## src/rtl/decode_stage_pipe.sv

```systemverilog
// decode_stage_pipe: decode stage of the 16-bit ISA pipeline.
// Holds the 8-entry register file with optional write-first bypass,
// destination-register selection, immediate extension to DATA_W,
// load-use hazard detection and the ID/EX pipeline register.
module decode_stage_pipe #(
  parameter int DATA_W      = 16,
  parameter int BYPASS_EN   = 1,
  parameter int ZERO_REG_EN = 0,
  parameter int HAZARD_EN   = 1
) (
  input  logic              clk,
  input  logic              rst,
  input  logic              id_valid,
  input  logic [15:0]       id_instr,
  input  logic              id_reg_write,
  input  logic              id_mem_read,
  input  logic [1:0]        id_rd_mode,
  input  logic              id_uses_rs,
  input  logic              id_uses_rt,
  input  logic              flush,
  input  logic              stall_in,
  input  logic              wb_en,
  input  logic [2:0]        wb_sel,
  input  logic [DATA_W-1:0] wb_data,
  output logic              stall_out,
  output logic              ex_valid,
  output logic [15:0]       ex_instr,
  output logic [DATA_W-1:0] ex_rs_data,
  output logic [DATA_W-1:0] ex_rt_data,
  output logic [2:0]        ex_wsel,
  output logic              ex_reg_write,
  output logic              ex_mem_read,
  output logic [DATA_W-1:0] ex_imm5s,
  output logic [DATA_W-1:0] ex_imm5z,
  output logic [DATA_W-1:0] ex_imm8s,
  output logic [DATA_W-1:0] ex_imm8z,
  output logic [DATA_W-1:0] ex_d11s,
  output logic [15:0]       hazard_cnt
);

  // Immediate extension helpers
  function automatic logic signed [DATA_W-1:0] sext5(input logic [4:0] v);
    return {{(DATA_W-5){v[4]}}, v};
  endfunction

  function automatic logic signed [DATA_W-1:0] zext5(input logic [4:0] v);
    return {{(DATA_W-5){1'b0}}, v};
  endfunction

  function automatic logic signed [DATA_W-1:0] sext8(input logic [7:0] v);
    return {{(DATA_W-8){v[7]}}, v};
  endfunction

  function automatic logic signed [DATA_W-1:0] zext8(input logic [7:0] v);
    return {{(DATA_W-8){1'b0}}, v};
  endfunction

  function automatic logic signed [DATA_W-1:0] sext11(input logic [10:0] v);
    return {{(DATA_W-11){v[10]}}, v};
  endfunction

  // Saturating increment for the stall-cycle counter
  function automatic logic [15:0] sat_inc16(input logic [15:0] c);
    return (c == 16'hFFFF) ? c : c + 16'd1;
  endfunction

  logic [DATA_W-1:0]        rf [8];

  logic [2:0]               rs_sel_p0;
  logic [2:0]               rt_sel_p0;
  logic [DATA_W-1:0]        rs_data_p0;
  logic [DATA_W-1:0]        rt_data_p0;
  logic [2:0]               wsel_p0;
  logic signed [DATA_W-1:0] imm5s_p0;
  logic signed [DATA_W-1:0] imm5z_p0;
  logic signed [DATA_W-1:0] imm8s_p0;
  logic signed [DATA_W-1:0] imm8z_p0;
  logic signed [DATA_W-1:0] d11s_p0;
  logic                     rs_hit_p0;
  logic                     rt_hit_p0;
  logic                     hazard_stall;

  logic                     vld_p1;
  logic [15:0]              instr_p1;
  logic [DATA_W-1:0]        rs_data_p1;
  logic [DATA_W-1:0]        rt_data_p1;
  logic [2:0]               wsel_p1;
  logic                     reg_write_p1;
  logic                     mem_read_p1;
  logic signed [DATA_W-1:0] imm5s_p1;
  logic signed [DATA_W-1:0] imm5z_p1;
  logic signed [DATA_W-1:0] imm8s_p1;
  logic signed [DATA_W-1:0] imm8z_p1;
  logic signed [DATA_W-1:0] d11s_p1;
  logic [15:0]              hazard_cnt_q;

  assign rs_sel_p0 = id_instr[10:8];
  assign rt_sel_p0 = id_instr[7:5];

  // Register file write port; R0 optionally hard-wired to zero
  always_ff @(posedge clk) begin
    if (rst) begin
      for (int i = 0; i < 8; i++) rf[i] <= '0;
    end else if (wb_en && !((ZERO_REG_EN != 0) && (wb_sel == 3'd0))) begin
      rf[wb_sel] <= wb_data;
    end
  end

  // Read ports: array read, optional write-first bypass, then R0 forcing
  always_comb begin
    rs_data_p0 = rf[rs_sel_p0];
    rt_data_p0 = rf[rt_sel_p0];
    if ((BYPASS_EN != 0) && wb_en && (wb_sel == rs_sel_p0)) rs_data_p0 = wb_data;
    if ((BYPASS_EN != 0) && wb_en && (wb_sel == rt_sel_p0)) rt_data_p0 = wb_data;
    if ((ZERO_REG_EN != 0) && (rs_sel_p0 == 3'd0)) rs_data_p0 = '0;
    if ((ZERO_REG_EN != 0) && (rt_sel_p0 == 3'd0)) rt_data_p0 = '0;
  end

  // Destination register selection from the control unit's mode
  always_comb begin
    wsel_p0 = 3'd7;
    case (id_rd_mode)
      2'b00:   wsel_p0 = id_instr[4:2];
      2'b01:   wsel_p0 = id_instr[7:5];
      2'b10:   wsel_p0 = id_instr[10:8];
      default: wsel_p0 = 3'd7;
    endcase
  end

  // Immediate extension of the ID instruction fields
  always_comb begin
    imm5s_p0 = sext5(id_instr[4:0]);
    imm5z_p0 = zext5(id_instr[4:0]);
    imm8s_p0 = sext8(id_instr[7:0]);
    imm8z_p0 = zext8(id_instr[7:0]);
    d11s_p0  = sext11(id_instr[10:0]);
  end

  // Load-use detection against the load currently in EX; a load into a
  // hard-wired R0 produces nothing to wait for
  always_comb begin
    rs_hit_p0    = id_uses_rs && (wsel_p1 == rs_sel_p0);
    rt_hit_p0    = id_uses_rt && (wsel_p1 == rt_sel_p0);
    hazard_stall = (HAZARD_EN != 0) && id_valid && vld_p1 && mem_read_p1 &&
                   reg_write_p1 && (rs_hit_p0 || rt_hit_p0) &&
                   !((ZERO_REG_EN != 0) && (wsel_p1 == 3'd0));
  end

  // flush wins over any stall request so the squashed slot never freezes fetch
  assign stall_out = !rst && !flush && (stall_in || hazard_stall);

  // ---- ID -> EX boundary ----
  // ID/EX register: reset, flush, downstream hold, bubble, then normal load
  always_ff @(posedge clk) begin
    if (rst) begin
      vld_p1       <= 1'b0;
      reg_write_p1 <= 1'b0;
      mem_read_p1  <= 1'b0;
      instr_p1     <= '0;
      rs_data_p1   <= '0;
      rt_data_p1   <= '0;
      wsel_p1      <= '0;
      imm5s_p1     <= '0;
      imm5z_p1     <= '0;
      imm8s_p1     <= '0;
      imm8z_p1     <= '0;
      d11s_p1      <= '0;
    end else if (flush || (!stall_in && hazard_stall)) begin
      vld_p1       <= 1'b0;
      reg_write_p1 <= 1'b0;
      mem_read_p1  <= 1'b0;
    end else if (!stall_in) begin
      vld_p1       <= id_valid;
      reg_write_p1 <= id_reg_write && id_valid;
      mem_read_p1  <= id_mem_read && id_valid;
      instr_p1     <= id_instr;
      rs_data_p1   <= rs_data_p0;
      rt_data_p1   <= rt_data_p0;
      wsel_p1      <= wsel_p0;
      imm5s_p1     <= imm5s_p0;
      imm5z_p1     <= imm5z_p0;
      imm8s_p1     <= imm8s_p0;
      imm8z_p1     <= imm8z_p0;
      d11s_p1      <= d11s_p0;
    end
  end

  // Count cycles actually lost to load-use bubbles
  always_ff @(posedge clk) begin
    if (rst) begin
      hazard_cnt_q <= '0;
    end else if (hazard_stall && !stall_in && !flush) begin
      hazard_cnt_q <= sat_inc16(hazard_cnt_q);
    end
  end

  assign ex_valid     = vld_p1;
  assign ex_instr     = instr_p1;
  assign ex_rs_data   = rs_data_p1;
  assign ex_rt_data   = rt_data_p1;
  assign ex_wsel      = wsel_p1;
  assign ex_reg_write = reg_write_p1;
  assign ex_mem_read  = mem_read_p1;
  assign ex_imm5s     = imm5s_p1;
  assign ex_imm5z     = imm5z_p1;
  assign ex_imm8s     = imm8s_p1;
  assign ex_imm8z     = imm8z_p1;
  assign ex_d11s      = d11s_p1;
  assign hazard_cnt   = hazard_cnt_q;

endmodule

```

## config.mk

```make
export PLATFORM = sky130hd
export DESIGN_NAME = decode_stage_pipe
export DESIGN_NICKNAME = d
export VERILOG_FILES = /design/src/rtl/decode_stage_pipe.sv
export SDC_FILE = /design/constraint.sdc
export NUM_CORES = 1
export LEC_CHECK = 0
export BUFFER_PORTS_ARGS = -buffer_cell sky130_fd_sc_hd__clkbuf_2
export CAP_MARGIN = 20
export CORE_MARGIN = 10
export CORE_UTILIZATION = 35
export CTS_CLUSTER_SIZE = 20
export DETAILED_ROUTE_END_ITERATION = 10
export PLACE_DENSITY = 0.65
export SLEW_MARGIN = 25
export SYNTH_ARGS = -nofsm -noshare
export SYNTH_HDL_FRONTEND = slang
export SYNTH_SLANG_ARGS = --single-unit
```

## constraint.sdc

```tcl
create_clock -name clk -period 3.9 [get_ports clk]
set_input_delay 0.78 -clock clk [delete_from_list [all_inputs] [get_ports clk]]
set_output_delay 0.78 -clock clk [all_outputs]
set_load 0.01 [all_outputs]
```

==> flow_summary.toml <==
[run_status]
outcome = "complete, no violations"

[worst_setup_path]
cp_slowest_stage_delay_ns = 0.23
critPathTopFamily = "simple AND/OR/NAND/NOR gates"
reg2reg_slack_ns = 1.42
crit_slowest_cell = "nand4_2"
worst-setup-path-type = "in -> out"
cp_max_fo = 5
r2r-start = "ex_wsel[0]"
endpoint_kind = "output pin"
required_ns = 3.12
critPathArrivalTime_ns = 1.99
crit_chain = "clkbuf_2, xnor2_2, nand4_2, a21oi_4, nor2_1, nor3_1, clkbuf_2"
critPathBufInv = 2
worst_r2r_endpoint = "hazard_cnt[11]"
start_kind = "input pin"
worstRegToRegCells = 5
cpMostUsedCell = "clkbuf_2"

[clocking]
clock_path_buffers = 2
clkTransAtPathRegs_ns = 0.07
ctsResizeCount = 0
tritoncts = "yes"
root_buffer = "clkbuf_16"
numCtsBuffers = 17
postCtsHoldBufs = 0
post-cts-setup-buffer-count = 0
h-tree-depth = 4
insertion_delay_ns = 0.44
cts_sinks = 198

[grt]
grt_max_degree = 52
gr-usage-all-layers = 0.1630
antenna_found_initial = 6
grt_pass1_wl_um = 47780
globalRoute.totalOverflow = 0
grt_pass1_vias = 7625

[pwr]
p_per_area_mw_per_mm2 = 410.2
peakVddDrop_uv = 258.3
power_leakage_nw = 4.600

[layout]
drive_gt1_frac = 0.3143
fin_nets = 1034
area_delta_synth_final_pct = 13.36

[sta]
worst_hold_slack_ns = 0.4807
hold_violations = 0
worst_slew_pin_slew_ns = 0.9167
fin_skew_ns = 0.006456
slew-limit-headroom = 0.3882
timing.final.crit_share = 0.7101
tns_ns = 0
finalSetupViolations = 0
max_freq_mhz = 361.1
slew_viol_final = 0
fin_crit_ns = 2.769
rsz0062_at_grt = "no"

[synth]
yosys.area.top_type_share = 0.3626
ys_top_cells_by_area = "edfxtp_1 36%, mux4_2 13%, dfxtp_1 13%"
synth_ff_type = "edfxtp_1"
seq_area_frac_synth = 0.4947
mappedNetlistArea_sq_mm = 0.01060
synth_edf_count = 128
synth_seq_cells = 198
synth_common_cells = "131 x and2_1, 128 x edfxtp_1, 90 x o21ai_0, 80 x buf_4, 70 x dfxtp_1"
synth-warning-count = 0
synth-async-reset-ratio = 0
synth.most_common_cell = "and2_1"
netlist.top_cell.by_area = "edfxtp_1"
avgSynthCellArea_sq_um = 11.91
synth_cell_type_count = 48
syn_inst = 890

[floorplan]
design.die.area_sq_mm = 0.03765
core-area_sq_mm = 0.02980
die_x_um = 194.0
die_y_um = 194.0
rows = 63
initial_core_util = 0.3558
ios = 198

[detailed_routing]
routedWlPerCell_um = 22.66
first_iter_violations = 524
ant_nets = 0
vias = 7515
drc = 0
firstDrtPassIters = 6
drt_wl_total_um = 31540
vias_per_cell = 5.399

[hold_path]
hp-start = "ex_instr[12]"
hold_path.class = "reg -> reg"
holdPathEnd = "ex_instr[12]"
hold_path_depth = 2

[flow_run]
max_cap_violations = 0

[placement]
gp_congestion = 0.8629
portBuffers = 178
hpwl_um = 21710
==> how the worst max path moves through the flow <==
stage	from	endpoint	depth (start not counted)
floorplan	rst	rf[4][0]	4
global route	ex_wsel[0]	stall_out	6
detailed placement	id_instr[5]	ex_rt_data[8]	7
global placement	id_instr[5]	ex_rt_data[8]	7
CTS	ex_wsel[0]	stall_out	6
finish	id_instr[5]	stall_out	7
==> state kept, by name (all words and copies together) (netlist names) <==
signal	count
ex_rt_data	16
ex_mem_read	1
ex_instr	16
rf	128
hazard_cnt	16
ex_wsel	3
ex_rs_data	16
ex_reg_write	1
ex_valid	1
==> worst register-to-register path: cells and delay by family, from the launching register on <==
family          cells  cell delay (ns)
compound gates      1             0.62
xor+xnor            1             0.23
flops               1             0.52
simple gates        3             1.01
==> layout make-up <==
type / instances / area (sq um)
fill: 2801 / 17780
sequential: 198 / 5245
multi-input combinational: 559 / 4517
timing repair buffer: 207 / 1121
tap: 390 / 488.0
clock buffer: 17 / 425.4
clock inverter: 15 / 202.7
inverter: 3 / 11.26
antenna: 3 / 7.507
==> layer usage <==
metal / vias up / part of all wire / track usage
met1: 3725 / 0.39 / 0.1887
met5: - / 0.00086 / 0
li1: 3423 / - / -
met3: 45 / 0.10 / 0.06328
met4: 4 / 0.019 / 0.04401
met2: 318 / 0.49 / 0.2752
==> logic make-up (layout without fill, tap and decap cells) <==
logic type	count (synthesis)	count (layout)	share of synthesized area
and+or+nand+nor	250	250	0.1351
DFF	198	198	0.4947
adders and majority gates	1	1	0.001180
AOI/OAI and AO/OA	175	175	0.09737
xor gates and xnor gates	12	12	0.01133
muxes	102	102	0.1725
other	1	22	0.0003537
buffers and inverters	151	242	0.08734
==> layout by cell type, fill, tap and decap left out, types with 3 or more instances in the layout <==
cell | netlist | layout
conb_1 | 1 | 19
and4_1 | 3 | 3
nor3_1 | 6 | 6
bufinv_16 | 0 | 4
or2_2 | 2 | 3
inv_1 | 3 | 3
o21ai_0 | 90 | 84
o211ai_1 | 32 | 32
a21oi_1 | 29 | 28
mux2i_1 | 35 | 35
mux2_2 | 3 | 3
clkinv_4 | 0 | 3
xnor2_1 | 10 | 10
nand3_1 | 23 | 23
nand2b_1 | 5 | 5
or4_1 | 10 | 10
clkbuf_2 | 0 | 178
o31ai_1 | 8 | 8
dfxtp_1 | 70 | 70
o21ai_1 | 0 | 6
clkbuf_16 | 0 | 17
mux4_2 | 63 | 63
nand2_1 | 42 | 42
o221ai_1 | 3 | 3
nor2_1 | 9 | 7
nand4_1 | 8 | 8
and2_1 | 131 | 131
buf_4 | 80 | 28
diode_2 | 0 | 3
edfxtp_1 | 128 | 128
==> report_power, final <==
group          total [W]  internal, W  switching [W]
logic           0.000613     0.000268       0.000344
clock network    0.00189      0.00108       0.000810
registers        0.00243      0.00235      0.0000788
==> through the flow <==
stage / power [W] / setup WS [ns] / cell area [sq um] / utilization / cells
after global placement: 0.003075 / 0.9436 / 11380 / 0.3819 / 1357
after global routing: 0.005101 / 1.023 / 12010 / 0.4031 / 1389
after detailed placement: 0.003088 / 0.8757 / 11380 / 0.3819 / 1357
after CTS: 0.004957 / 1.108 / 12010 / 0.4030 / 1389
final: 0.004930 / 1.131 / 12020 / 0.4033 / 1392
after floorplan: 0.002881 / 0.9538 / 10670 / - / 908
(Power assumes the default switching activity.)
